$ cat src/rtl/rcon_gen.sv
// AES key-schedule round-constant generator: IDLE/RUN/DONE sequencer with a valid/ready handshake.
// Optional reverse schedule (dir port) is built only when RCON_GEN_INV_EN is defined.
module rcon_gen #(
    parameter int OUT_W     = 32,
    parameter int BYTE_LANE = OUT_W/8-1
) (
    input  logic             clk,
    input  logic             rst_n,
    input  logic             start,
    input  logic [1:0]       mode,
`ifdef RCON_GEN_INV_EN
    input  logic             dir,
`endif
    output logic [OUT_W-1:0] rcon,
    output logic [3:0]       index,
    output logic             valid,
    input  logic             ready,
    output logic             done,
    output logic             err
);

    typedef enum logic [1:0] {
        IDLE = 2'd0,
        RUN  = 2'd1,
        DONE = 2'd2
    } state_t;

    state_t      r_state;
    logic [1:0]  r_mode;
    logic [7:0]  r_byte;
    logic [3:0]  r_index;
    logic        r_valid;
    logic        r_done;
    logic        r_err;
`ifdef RCON_GEN_INV_EN
    logic        r_dir;
`endif

    logic        w_start_ok;
    logic        w_start_bad;
    logic        w_hs;
    logic        w_fin;
    logic [3:0]  w_last;

    function automatic logic [7:0] xtime(input logic [7:0] b);
        return {b[6:0], 1'b0} ^ (b[7] ? 8'h1B : 8'h00);
    endfunction

    function automatic logic [3:0] last_of(input logic [1:0] m);
        case (m)
            2'b00:   return 4'd10;
            2'b01:   return 4'd8;
            default: return 4'd7;
        endcase
    endfunction

`ifdef RCON_GEN_INV_EN
    function automatic logic [7:0] inv_xtime(input logic [7:0] b);
        return b[0] ? (((b ^ 8'h1B) >> 1) | 8'h80) : (b >> 1);
    endfunction

    function automatic logic [7:0] last_const(input logic [1:0] m);
        case (m)
            2'b00:   return 8'h36;
            2'b01:   return 8'h80;
            default: return 8'h40;
        endcase
    endfunction
`endif

    assign w_start_ok  = start && (mode != 2'b11);
    assign w_start_bad = start && (mode == 2'b11);
    assign w_hs        = r_valid && ready;
    assign w_last      = last_of(r_mode);

`ifdef RCON_GEN_INV_EN
    assign w_fin = r_dir ? (r_index == 4'd1) : (r_index == w_last);
`else
    assign w_fin = (r_index == w_last);
`endif

    always_ff @(posedge clk or negedge rst_n) begin
        if (!rst_n) begin
            r_state <= IDLE;
            r_mode  <= '0;
            r_byte  <= '0;
            r_index <= '0;
            r_valid <= 1'b0;
            r_done  <= 1'b0;
            r_err   <= 1'b0;
`ifdef RCON_GEN_INV_EN
            r_dir   <= 1'b0;
`endif
        end else begin
            r_err  <= w_start_bad;
            r_done <= 1'b0;
            // A legal start wins over everything, including a handshake in RUN.
            if (w_start_ok) begin
                r_state <= RUN;
                r_mode  <= mode;
                r_valid <= 1'b1;
`ifdef RCON_GEN_INV_EN
                r_dir   <= dir;
                if (dir) begin
                    r_byte  <= last_const(mode);
                    r_index <= last_of(mode);
                end else begin
                    r_byte  <= 8'h01;
                    r_index <= 4'd1;
                end
`else
                r_byte  <= 8'h01;
                r_index <= 4'd1;
`endif
            end else begin
                case (r_state)
                    RUN: begin
                        if (w_hs) begin
                            if (w_fin) begin
                                r_state <= DONE;
                                r_valid <= 1'b0;
                                r_done  <= 1'b1;
                                r_byte  <= '0;
                                r_index <= '0;
                            end else begin
`ifdef RCON_GEN_INV_EN
                                if (r_dir) begin
                                    r_byte  <= inv_xtime(r_byte);
                                    r_index <= r_index - 4'd1;
                                end else begin
                                    r_byte  <= xtime(r_byte);
                                    r_index <= r_index + 4'd1;
                                end
`else
                                r_byte  <= xtime(r_byte);
                                r_index <= r_index + 4'd1;
`endif
                            end
                        end
                    end
                    DONE:    r_state <= IDLE;
                    default: r_state <= IDLE;
                endcase
            end
        end
    end

    always_comb begin
        rcon = '0;
        rcon[8*BYTE_LANE +: 8] = r_byte;
    end

    assign index = r_index;
    assign valid = r_valid;
    assign done  = r_done;
    assign err   = r_err;

endmodule

$ cat config.mk
export PLATFORM = sky130hd
export DESIGN_NAME = rcon_gen
export DESIGN_NICKNAME = d
export VERILOG_FILES = /design/src/rtl/rcon_gen.sv
export SDC_FILE = /design/constraint.sdc
export NUM_CORES = 1
export LEC_CHECK = 0
export CELL_PAD_IN_SITES_DETAIL_PLACEMENT = 2
export CELL_PAD_IN_SITES_GLOBAL_PLACEMENT = 2
export CORE_UTILIZATION = 26
export DETAILED_ROUTE_END_ITERATION = 16
export PLACE_DENSITY = 0.79
export SLEW_MARGIN = 20
export SYNTH_ARGS = -nofsm -noshare
export SYNTH_HDL_FRONTEND = slang
export SYNTH_SLANG_ARGS = --single-unit
$ cat constraint.sdc
create_clock -name clk -period 2.5 [get_ports clk]
set_input_delay 0.5 -clock clk [delete_from_list [all_inputs] [get_ports clk]]
set_output_delay 0.5 -clock clk [all_outputs]
set_load 0.05 [all_outputs]
==> impl_results.md, run 1 <==
* Reg2reg setup slack at 0.71 ns
* Status: finished, final reports clean
* Initial Utilization at 0.2771
* Wire per inst at 14.47 um
* Top routing layer used: met4
* Worst rel slew slack at 0.5131
* Pwr dens at 674.5 mW/mm2
* Post-synthesis sequential area ratio at 0.4584
* Worst Setup Start Kind: register
* Total Wirelength at 2417 um
* Final ANT Viol Nets at 0
* Synthesized area at 0.001037 mm2
* I/O Buffers at 20
* DR iter-0 viols at 29
* Site Rows at 22
* Drt drc at 0
* CTS sink cnt at 19
* Slew Viols, Final at 0
* Reg2reg end: r_byte[2]$_DFFE_PN0P_
* Clock latency on the worst-skew pair at 0.26 ns
* Setup-failing EPs final at 0
* Worst-path fanout max at 6
* CTS tree: built
* Mapped Cells at 97
* Via/cell ratio at 4.587
* Nets at 127
* Peak Freq at 0.4736 GHz
* Slowest cell on the critical path: clkdlybuf4s50_1
* CP Class: register to output pin
* Flop and latch count out of synthesis at 19
* Layout cell share with drive strength beyond 1 at 0.07563
* Min-delay src: r_mode[0]$_DFFE_PN0P_
* Crit-path cells: clkdlybuf4s50_1
* H-tree depth at 1
* Placement Cell Area at 0.001200 mm2
* Post_cts resized at 0
* Root buffer cell: clkbuf_8
* Total setup buffers inserted after CTS at 0
* Fin crit share at 0.8446
* Crit path required time at 2.00 ns
* Die Wd at 65.16 um
* Worst-path clk slew at 0.07 ns
* Die Height at 65.16 um
* RD Place Congestion at 0.7379
* Max Cap Violations at 0
* Grt total ovfl at 0
* Setup TNS at 0 ns
* Metal2 WL at 1217 um
* Worst stage delay on the critical path at 0.86 ns
* Initial antenna violation count at 0
* Leakage at 0.5536 nW
* Clock Skew at 0.001508 ns
* Min-Delay Path Depth at 2
* Placed Instances at 163
* Mean area per synthesized cell at 10.69 um2
* Number of global-route vias before repair at 808
* Routed length on met3 at 98 um
* Final Instance Area at 0.001246 mm2
* Core area at 0.003744 mm2
* Worst vdd ir at 0.0001577 V
* Arrival time at the worst endpoint at 1.61 ns
* Detailed-route via count at 766
* Area growth syn-to-layout at 20.15%
* Reg2reg start: index[0]$_DFFE_PN0P_
* HP Class: register to register
* Total of warnings raised by yosys at 0
* WL met1 at 1034 um
* RSZ-0062 raised after global routing: false
* Worst Tran Pin Value at 0.7280 ns
* Final Hold Viols at 0
* Detail Placement HPWL at 1809 um
* Fin cells at 167
* Num CTS Buffers at 3
* Tmin final at 2.112 ns
* First-pass GRT wire length at 3960 um
* Pre-antenna DRT Iters at 4
* Pin count of the biggest net entering global routing at 20
* Hold EP: r_mode[0]$_DFFE_PN0P_
* IO Pins at 45
* Inserted Diodes at 0
* CTS Buffer Depth at 2
* R2r worst-path depth at 3
* CP top delay family: buffers and inverters
* CTS Hold Buffers Added at 0
* GRT Overall Usage at 0.1267
* Netlist cell types at 30
* CP endpoint kind: output pin
* Die ar. at 0.004246 mm2
* CP bufs+invs at 1
* Worst path depth at 1
-- per-layer routing --
metal	track usage	up-vias
li1	-	353
met1	0.1508	385
met2	0.2088	23
met3	0.02257	5
met4	0.08152	0
met5	0	-
-- cells in the final DEF, fill, tap and decap left out, drive strengths merged, types with 2 or more instances in the layout --
cell type      synthesis  final
clkbuf                 2      3
buf                   25      2
clkdlybuf4s50          0     20
dfrtp                 19     19
o21ai                  3      3
xor2                   3      3
conb                   1     24
a21oi                  4      4
inv                    2      2
a32o                   8      8
nor2                   4      4
nand2                  6      6
nor3                   3      3
-- worst min-delay path, cell delays in order, from the launching register on --
cell	delay (ns)
dfrtp_1	0.37
nand2_1	0.06
nand2_1	0.06
-- flip-flops by register name, indices dropped and copies added, names as in the netlist --
register / cells
r_mode: 2
index: 4
err: 1
r_byte: 8
done: 1
valid: 1
r_state: 2
-- through the flow --
step / util / total power, mW / hold slack [ns] / setup slack (ns)
2_1_floorplan: - / 0.5816 / 0.2044 / 0.6323
3_3_place_gp: 0.3205 / 0.6187 / 0.4943 / 0.4322
3_5_place_dp: 0.3205 / 0.6280 / 0.5056 / 0.3244
4_1_cts: 0.3329 / 0.8502 / 0.5322 / 0.3637
5_1_grt: 0.3329 / 0.8779 / 0.5554 / 0.3313
6_report: 0.3329 / 0.8405 / 0.5192 / 0.3885
-- report_power, final --
part	leakage (nW)	internal [mW]	switching (mW)
Clock	0.0255	0.111	0.109
Combinational	0.286	0.0681	0.195
Sequential	0.242	0.329	0.0279
Total	0.554	0.508	0.332
-- area by class of cell --
type	instances	area, um2
clock buffer	3	41.29
sequential	19	475.5
inverter	2	7.507
timing repair buffer	22	215.2
fill	429	2497
multi-input combinational	72	441.7
clock inverter	1	5.005
tap	48	60.06
-- worst max-delay path by stage --
| stage | end | start |
|---|---|---|
| after floorplan | r_byte[7]$_DFFE_PN0P_ | index[3]$_DFFE_PN0P_ |
| after global placement | r_byte[2]$_DFFE_PN0P_ | ready |
| after detailed placement | r_byte[2]$_DFFE_PN0P_ | ready |
| after CTS | rcon[31] | r_byte[7]$_DFFE_PN0P_ |
| after global routing | rcon[31] | r_byte[7]$_DFFE_PN0P_ |
| final | rcon[31] | r_byte[7]$_DFFE_PN0P_ |
-- cells by family (layout without fill, tap and decap cells) --
family,Yosys count,in the layout,synth area share
xor+xnor,4,4,0.03378
simple gates,18,18,0.09287
flops,19,19,0.4584
buf+inv,29,28,0.1990
fa+ha+maj,1,1,0.01206
compound gates,24,24,0.1906
mux,1,1,0.009651
other cells,1,24,0.003615
-- synth_stat cells (all sizes together) --
cell | count | area [um2]
a211oi | 1 | 7.510
a21bo | 1 | 10.01
a21boi | 1 | 7.510
a21oi | 4 | 20.02
a221o | 1 | 11.26
a32o | 8 | 80.08
a41oi | 1 | 8.760
and3 | 1 | 6.260
and4b | 1 | 10.01
buf | 25 | 191.4
clkbuf | 2 | 7.510
conb | 1 | 3.750
dfrtp | 19 | 475.5
ha | 1 | 12.51
inv | 2 | 7.510
mux2i | 1 | 10.01
nand2 | 6 | 22.52
nand3 | 1 | 5.000
nand4b | 1 | 8.760
nor2 | 4 | 15.01
nor3 | 3 | 15.01
o2111a | 1 | 11.26
o21ai | 3 | 15.01
o31ai | 1 | 7.510
o32a | 1 | 10.01
o32ai | 1 | 8.760
or4b | 1 | 13.76
xnor2 | 1 | 8.760
xor2 | 3 | 26.28
(Power assumes the default switching activity.)
==> inputs of run 2 (changes only) <==
- CORE_UTILIZATION: 26 -> 22
- PLACE_DENSITY: 0.79 -> 0.71
- clock period: 2.5 -> 1.75 ns (I/O delays scaled with it)
==> impl_results.md, run 2 (synthesis results as in run 1) <==
* Status: finished, violations left (was finished, final reports clean)
* Failing checks: design-rule violations
* CP endpoint kind: register (was output pin)
* Pin count of the biggest net entering global routing at 20 (unchanged)
* Die ar. at 0.004994 mm2 (was 0.004246 mm2)
* Worst-path fanout max at 10 (was 6)
* Total setup buffers inserted after CTS at 0 (unchanged)
* Worst-path clk slew at 0.08 ns (was 0.07 ns)
* Drt drc at 4 (was 0)
* Sw Pwr at 0.4903 mW (was 0.3324 mW)
* Grt total ovfl at 0 (unchanged)
* Reg2reg start: index[0]$_DFFE_PN0P_ (unchanged)
* First-pass GRT wire length at 4678 um (was 3960 um)
* Setup-failing EPs final at 0 (unchanged)
* Worst slack, placed at -0.1118 ns (was 0.3244 ns)
* Slew Viols, Final at 0 (unchanged)
* Setup WS post-layout at 0.1107 ns (was 0.3885 ns)
* Worst Setup Start Kind: register (unchanged)
* Setup TNS at 0 ns (unchanged)
* RSZ-0062 raised after global routing: false (unchanged)
* Detailed-route via count at 807 (was 766)
* Fin cells at 183 (was 167)
* Leading cell type in the layout, fill and taps excluded: buf_4 (was conb_1)
* Num CTS Buffers at 3 (unchanged)
* Worst vdd ir at 0.0003884 V (was 0.0001577 V)
* Arrival time at the worst endpoint at 1.80 ns (was 1.61 ns)
* Sw Ratio at 0.3965 (was 0.3954)
* IO Pins at 45 (unchanged)
* Beginning of the critical path: index[0]$_DFFE_PN0P_ (was r_byte[7]$_DFFE_PN0P_)
* Clk network pwr share at 0.263 (was 0.262)
* Core area at 0.004444 mm2 (was 0.003744 mm2)
* Wire per inst at 14.91 um (was 14.47 um)
* Peak Freq at 0.6100 GHz
* Max Cap Violations at 0 (unchanged)
* Inserted Diodes at 0 (unchanged)
* Leakage at 0.6325 nW (was 0.5536 nW)
* Logic pwr share at 0.333 (was 0.314)
* Site Rows at 24 (was 22)
* CP Class: register to register (was register to output pin)
* CTS Buffer Depth at 2 (unchanged)
* I/O Buffers at 20 (unchanged)
* Nets at 139 (was 127)
* Area growth syn-to-layout at 27.62% (was 20.15%)
* FILL cells at 514 (was 429)
* Die Wd at 70.67 um (was 65.16 um)
* Crit path required time at 1.91 ns (was 2.00 ns)
* Final core utilization at 0.2979 (was 0.3329)
* Reg2reg end: r_byte[2]$_DFFE_PN0P_ (unchanged)
* Die Height at 70.67 um (was 65.16 um)
* H-tree depth at 1 (unchanged)
* Fin crit share at 0.9367
* Root buffer cell: clkbuf_8 (unchanged)
* Int Pwr at 0.7461 mW (was 0.5081 mW)
* Final Power at 1.236 mW (was 0.8405 mW)
* Layout cell share with drive strength beyond 1 at 0.3053 (was 0.07563)
* Placed Instances at 179 (was 163)
* Final ANT Viol Nets at 0 (unchanged)
* GRT Overall Usage at 0.1218 (was 0.1267)
* Number of global-route vias before repair at 883 (was 808)
* CTS sink cnt at 19 (unchanged)
* Reg2reg setup slack at 0.11 ns (was 0.71 ns)
* Number of flip-flops in the largest register at 8 (unchanged)
* HP Class: input pin to async pin (was register to register)
* DR iter-0 viols at 37 (was 29)
* Tmin final at 1.639 ns
* Biggest register: r_byte (unchanged)
* Clock latency on the worst-skew pair at 0.26 ns (about the same)
* Share of power burned in registers at 0.404 (was 0.424)
* Pwr dens at 934.0 mW/mm2 (was 674.5 mW/mm2)
* Final Hold Viols at 0 (unchanged)
* Commonest non-fill, non-tap cells in the layout: buf_4, conb_1, dfrtp_1 (was conb_1, clkdlybuf4s50_1, dfrtp_1)
* RD Place Congestion at 0.8035 (was 0.7379)
* Initial Utilization at 0.2334 (was 0.2771)
* Clock Skew at 0.003598 ns (was 0.001508 ns)
* Initial antenna violation count at 0 (unchanged)
* CP endpoint: r_byte[2]$_DFFE_PN0P_ (was rcon[31])
* Pre-antenna DRT Iters at 10 (was 4)
* Via/cell ratio at 4.410 (was 4.587)
* Total Wirelength at 2729 um (was 2417 um)
* R2r worst-path depth at 3 (unchanged)
* Detail Placement HPWL at 2161 um (was 1809 um)
* CTS tree: built (unchanged)
==> run 2: changes by cell type in the layout (fill, tap and decap cells not counted) <==
| cell | change |
|---|---|
| clkinvlp_4 | +1 |
| dfrtp_1 | -3 |
| buf_12 | +1 |
| o32a_2 | +1 |
| o32a_1 | -1 |
| buf_4 | +26 |
| dfrtp_2 | +3 |
| clkinv_2 | -1 |
| clkdlybuf4s50_1 | -15 |
==> run 2: worst max-delay path, cell delays in order, from the launching register on <==
cell,delay [ns]
dfrtp_2,0.41
or4b_4,0.55
o32a_2,0.29
a32o_1,0.28
==> run 2: power by group through the flow <==
stage / Combinational [mW] / Clock (mW) / Sequential [mW]
floorplan: 0.236 / 0 / 0.597
global placement: 0.405 / 0 / 0.507
detailed placement: 0.414 / 0 / 0.509
CTS: 0.415 / 0.346 / 0.500
global route: 0.438 / 0.359 / 0.505
finish: 0.412 / 0.325 / 0.499
==> run 2: how the worst min path moves through the flow <==
| stage | to | cells after the start |
|---|---|---|
| final | r_state[0]$_DFFE_PN0P_ | 2 |
| after global routing | r_state[0]$_DFFE_PN0P_ | 2 |
| after CTS | r_state[1]$_DFFE_PN0P_ | 2 |
| after detailed placement | r_mode[0]$_DFFE_PN0P_ | 2 |
| after global placement | r_mode[0]$_DFFE_PN0P_ | 2 |
| after floorplan | done$_DFF_PN0_ | 0 |
==> run 2: repair_timing <==
action | 4_1_cts | 5_1_grt
resized for setup | 0 | 1
hold endpoints to repair | 0 | 0
endpoints found under the setup margin | 0 | 4
hold buffers | 0 | 0
==> run 2: routing by layer <==
| metal | up-vias | share of wire | track usage |
|---|---|---|---|
| met4 | 0 | 0.0044 | 0.02000 |
| met1 | 395 | 0.42 | 0.1422 |
| met5 | - | 0 | 0 |
| met2 | 35 | 0.50 | 0.2244 |
| li1 | 374 | - | - |
| met3 | 3 | 0.067 | 0.03561 |
==> run 2: stage by stage <==
step,hold slack [ns],area [um2]
global route,0.4494,1324
detailed placement,0.4949,1274
finish,0.4218,1324
CTS,0.4260,1323
floorplan,0.05441,1127
global placement,0.4805,1274
==> run 2: final cells by class <==
type | instances | area [um2] | area share
tap | 52 | 65.06 | 0.04915
clock inverter | 1 | 7.507 | 0.005671
clock buffer | 3 | 41.29 | 0.03119
inverter | 2 | 7.507 | 0.005671
sequential | 19 | 479.2 | 0.3620
multi-input combinational | 72 | 442.9 | 0.3346
timing repair buffer | 34 | 280.3 | 0.2117
==> inputs of run 3 (changes only) <==
- CORE_ASPECT_RATIO: default -> 0.7
- RECOVER_POWER: default -> 50
==> impl_results.md, run 3 (synthesis results as in run 1) <==
* Final ANT Viol Nets at 0 (unchanged)
* Routed length on met3 at 102 um (was 184 um)
* Initial antenna violation count at 0 (unchanged)
* Slew Viols, Final at 0 (unchanged)
* Hold EP: r_mode[0]$_DFFE_PN0P_
* Clock latency on the worst-skew pair at 0.26 ns (about the same)
* Worst rel slew slack at 0.2978
* Detailed-route via count at 788 (was 807)
* Leakage at 0.5998 nW (was 0.6325 nW)
* Fin crit share at 0.9565 (was 0.9367)
* HP Class: register to register (was input pin to async pin)
* Max Cap Violations at 0 (unchanged)
* CP endpoint kind: register (unchanged)
* Top routing layer used: met4 (unchanged)
* Worst vdd ir at 0.0004006 V (was 0.0003884 V)
* Area growth syn-to-layout at 22.92% (was 27.62%)
* Peak Freq at 0.5974 GHz (was 0.6100 GHz)
* Worst Tran Pin Value at 1.053 ns
* Crit-path cells: or4b_4, o2111a_1, a221o_2 (was or4b_4, o32a_2, a32o_1)
* Core area at 0.004429 mm2 (was 0.004444 mm2)
* Worst Setup Start Kind: register (unchanged)
* Status: finished, final reports clean (was finished, violations left)
* Arrival time at the worst endpoint at 1.80 ns (about the same)
* H-tree depth at 1 (unchanged)
* Grt total ovfl at 0 (unchanged)
* Worst-path fanout max at 3 (was 10)
* Die ar. at 0.004998 mm2 (was 0.004994 mm2)
* First-pass GRT wire length at 4105 um (was 4678 um)
* RD Place Congestion at 0.7680 (was 0.8035)
* GRT Overall Usage at 0.1070 (was 0.1218)
* Setup TNS at 0 ns (unchanged)
* CTS tree: built (unchanged)
* Number of flip-flops in the largest register at 8 (unchanged)
* Reg2reg start: index[0]$_DFFE_PN0P_ (unchanged)
* Layout cell share with drive strength beyond 1 at 0.2481 (was 0.3053)
* WL met1 at 1170 um (was 1157 um)
* Inserted Diodes at 0 (unchanged)
* Root buffer cell: clkbuf_8 (unchanged)
* Leading cell type in the layout, fill and taps excluded: conb_1 (was buf_4)
* Commonest non-fill, non-tap cells in the layout: conb_1, buf_4, dfrtp_1 (was buf_4, conb_1, dfrtp_1)
* Num CTS Buffers at 3 (unchanged)
* Worst slack, placed at -0.07103 ns (was -0.1118 ns)
* Detail Placement HPWL at 1953 um (was 2161 um)
* DR iter-0 viols at 27 (was 37)
* Setup WS post-layout at 0.07619 ns (was 0.1107 ns)
* Min-delay src: r_mode[0]$_DFFE_PN0P_
* Pwr dens at 952.4 mW/mm2 (was 934.0 mW/mm2)
* Fin Hold WS at 0.5254 ns (was 0.4218 ns)
* IO Pins at 45 (unchanged)
* Wire per inst at 13.54 um (was 14.91 um)
* Crit path required time at 1.88 ns (was 1.91 ns)
* Pin count of the biggest net entering global routing at 20 (unchanged)
* Reg2reg setup slack at 0.08 ns (was 0.11 ns)
* RSZ-0062 raised after global routing: false (unchanged)
* FILL cells at 492 (was 514)
* Placement Cell Area at 0.001250 mm2 (was 0.001274 mm2)
* CP Class: register to register (unchanged)
* Metal2 WL at 1197 um (was 1374 um)
* Placed Instances at 180 (was 179)
* Total Wirelength at 2491 um (was 2729 um)
* Clock Skew at 0.009671 ns (was 0.003598 ns)
* Die Height at 59.45 um (was 70.67 um)
* R2r worst-path depth at 3 (unchanged)
* I/O Buffers at 20 (unchanged)
* Fin cells at 184 (was 183)
* Number of global-route vias before repair at 819 (was 883)
* Biggest register: r_byte (unchanged)
* CTS sink cnt at 19 (unchanged)
* Final Instance Area at 0.001275 mm2 (was 0.001324 mm2)
* Worst stage delay on the critical path at 0.55 ns (about the same)
* Site Rows at 20 (was 24)
* Final Hold Viols at 0 (unchanged)
* Tmin final at 1.674 ns (was 1.639 ns)
* Min-Delay Path Depth at 2
* Nets at 137 (was 139)
* Slowest cell on the critical path: or4b_4 (unchanged)
* CTS Buffer Depth at 2 (unchanged)
* Pre-antenna DRT Iters at 4 (was 10)
* Drt drc at 0 (was 4)
* Reg2reg end: index[3]$_DFFE_PN0P_ (was r_byte[2]$_DFFE_PN0P_)
* Worst-path clk slew at 0.08 ns (about the same)
* Die Wd at 84.07 um (was 70.67 um)
* Setup-failing EPs final at 0 (unchanged)
* Initial Utilization at 0.2342 (was 0.2334)
* Via/cell ratio at 4.283 (was 4.410)
==> run 3: per-layer routing <==
layer	up-vias	track usage
li1	367	-
met1	398	0.1378
met2	21	0.1780
met3	2	0.03482
met4	0	0.02217
met5	-	0
==> run 3: metrics by stage <==
step	total power [mW]	utilization
floorplan	0.8326	-
global placement	0.9092	0.2822
detailed placement	0.9208	0.2822
CTS	1.236	0.2927
global route	1.282	0.2879
finish	1.214	0.2879
==> run 3: worst max path at each step <==
stage / startpoint / endpoint / slack, ns
after floorplan: index[0]$_DFFE_PN0P_ / r_byte[7]$_DFFE_PN0P_ / 0.002
final: index[0]$_DFFE_PN0P_ / index[3]$_DFFE_PN0P_ / 0.08
after CTS: index[0]$_DFFE_PN0P_ / r_byte[6]$_DFFE_PN0P_ / 0.01
after global placement: start / index[3]$_DFFE_PN0P_ / -0.02
after global routing: mode[0] / r_byte[7]$_DFFE_PN0P_ / 0.02
after detailed placement: start / r_byte[6]$_DFFE_PN0P_ / -0.07
==> run 3: worst max-delay path: cells and delay by family (launching register included) <==
family             cells  cell delay, ns
AOI/OAI and AO/OA      2            0.58
and+or+nand+nor        1            0.55
DFF                    1            0.41
==> run 3: where the power goes <==
part           leakage, nW  total, mW  switching [mW]  internal, mW
Sequential           0.238      0.501          0.0294         0.471
Combinational        0.336      0.406           0.299         0.108
Clock               0.0255      0.307           0.149         0.158
Total                0.600       1.21           0.477         0.737
==> run 3: cell type report <==
class | instances | area (um2) | area share
Clock buffer | 3 | 41.29 | 0.03238
Clock inverter | 1 | 5.005 | 0.003925
Inverter | 2 | 7.507 | 0.005888
Multi-Input combinational cell | 72 | 442.9 | 0.3474
Sequential cell | 19 | 479.2 | 0.3759
Tap cell | 55 | 68.82 | 0.05397
Timing Repair Buffer | 32 | 230.2 | 0.1806
==> run 3: repair_timing <==
action,in CTS,in global routing
gates resized for setup,0,1
endpoints found under the hold margin,0,0
setup endpoints to repair,0,8
buffers inserted,0,0
hold buffers,0,0
==> variant: new RTL, config.mk and constraints of run 3 <==
Build with the macro `RCON_GEN_INV_EN` defined.
--- a/src/rtl/rcon_gen.sv
+++ b/src/rtl/rcon_gen.sv
@@ -1,4 +1,6 @@
 // AES key-schedule round-constant generator: IDLE/RUN/DONE sequencer with a valid/ready handshake.
 // Optional reverse schedule (dir port) is built only when RCON_GEN_INV_EN is defined.
+`define RCON_GEN_INV_EN
+
 module rcon_gen #(
     parameter int OUT_W     = 32,
Interface: changed (added dir); port bits go from 45 to 46. No check against the original RTL was run, so the function may have changed too.
==> variant against run 3 <==
- clock skew down 0.0022 ns
- fmax down 7.8%
- setup slack worse by 0.14 ns
- global-route usage up 2.4 points
- routed wire length up 70%
- sequential cell count up 1
- hold slack better by 0.040 ns
- first-iteration DRC count up 3.7%
- sequential share of layout area down 11 points
- utilization up 2.4 points
- final area up 52%
- the run now ends with setup timing left
- total power rose to 2.9 times the old value
- area after synthesis up 37%
- largest cell class is now multi-input gates
==> variant: results <==
[status]
run_status = "finished, violations left"
violations = "setup timing"

[sta]
setup_viol = 9
tightestPinTransition_ns = 0.620
layout_setup_ws_ns = -0.0652

[setup_path]
cp_slowest_stage_delay_ns = 0.46
path_delay_family = "simple AND/OR/NAND/NOR gates"
slowest_stage = "dfrtp_2"
cp_max_fo = 9

[grt]
grt_max_degree = 21
grt_pass1_vias = 1281
globalRouteTotalUtil = 0.131
grt_pass1_wl_um = 6970

[finish]
drive_gt1_frac = 0.325
instances_no_fill = 281

[logic_synthesis]
yosysUniqueCellTypes = 43
synth_cells = 158
ys_top_cells_by_count = "24 x buf_4, 20 x dfrtp_1, 14 x nand2_1"
ys_top_cells_by_area = "dfrtp_1 35%, buf_4 13%, a21oi_1 4.2%, nand2_1 3.7%, xnor2_1 3.7%"
synth_seq_area_share = 0.352

[place]
dp_slack_ns = -0.193
routabilityCongestion = 0.724
dpl.hpwl_um = 3330

[drt]
wl_per_cell_um = 15.1
drtIter0Drc = 28
routed_via_density = 4.41

[pwr]
leakage_nw = 0.899
-- variant: cell count changes after synthesis, moves of 3 or more --
cell,change
nor2_1,+8
a21oi_1,+8
or3_1,+4
o22a_1,+4
mux2i_1,+3
buf_2,+3
a32o_1,-8
nand2_1,+8
xnor2_1,+5
-- variant: per-stage QoR --
step	util	instance area (sq um)	hold slack (ns)	TNS, ns
final	0.312	1940	0.565	-0.298
after global routing	0.312	1940	0.599	-1.61
after CTS	0.310	1930	0.443	-0.674
after detailed placement	0.294	1830	0.555	-1.32
after global placement	0.294	1830	0.538	-1.05
after floorplan	-	1530	0.0544	-1.97
-- variant: where the power goes --
group / internal, mW / leakage (nW) / switching, mW / total (mW)
registers: 0.631 / 0.236 / 0.232 / 0.863
clock network: 0.306 / 0.0357 / 0.184 / 0.490
logic: 0.876 / 0.628 / 1.30 / 2.18
-- variant: cell families (layout without fill, tap and decap cells) --
family          count (synthesis)  count (layout)  share of synthesized area
simple gates                   51              51                      0.210
compound gates                 36              36                      0.171
buf+inv                        36              58                      0.167
flops                          20              20                      0.352
xor+xnor                        7               7                     0.0432
mux                             4               4                     0.0282
fa+ha+maj                       3               3                     0.0264
other cells                     1              24                    0.00264
-- variant: timing repair --
action,CTS,global route
hold buffers,0,0
hold endpoints to repair,0,0
gates resized for setup,5,5
pin swaps,4,0
setup buffers,0,0
cloned,0,0
endpoints found under the setup margin,13,16
-- variant: final cells by class --
| class | instances | area [sq um] |
|---|---|---|
| Timing Repair Buffer | 50 | 429 |
| Fill cell | 715 | 4280 |
| Multi-Input combinational cell | 125 | 820 |
| Inverter | 4 | 15.0 |
| Tap cell | 78 | 97.6 |
| Clock buffer | 3 | 41.3 |
| Clock inverter | 1 | 30.0 |
| Sequential cell | 20 | 507 |
-- variant: worst reg2reg max path, stage by stage, from the launching register on --
cell and delay, ns:
dfrtp_2 0.46, nor4b_4 0.29, a211oi_2 0.13, nor4b_4 0.34, buf_6 0.19, o21ai_2 0.06
a211o_1 0.25
-- variant: worst paths after layout --
check                            from         end  slack, ns  depth (start not counted)
max                          index[2]    index[3]      -0.07                          6
min                        r_state[1]  r_state[0]       0.57                          3
max reg2reg                  index[2]    index[3]      -0.07                          6
min reg2reg                r_state[1]  r_state[0]       0.57                          3
max in group asynchronous       rst_n   r_byte[0]       0.76                          2
min in group asynchronous       rst_n   r_byte[2]       0.60                          2
-- variant: metal layers --
| metal | vias to the layer above | track usage | wire, um | share of wire |
|---|---|---|---|---|
| met1 | 614 | 0.182 | 2150 | 0.51 |
| li1 | 593 | - | - | - |
| met2 | 27 | 0.208 | 1890 | 0.45 |
| met3 | 5 | 0.0313 | 161 | 0.038 |
| met4 | 0 | 0.0202 | 21 | 0.0050 |
| met5 | - | 0 | 0 | 0 |
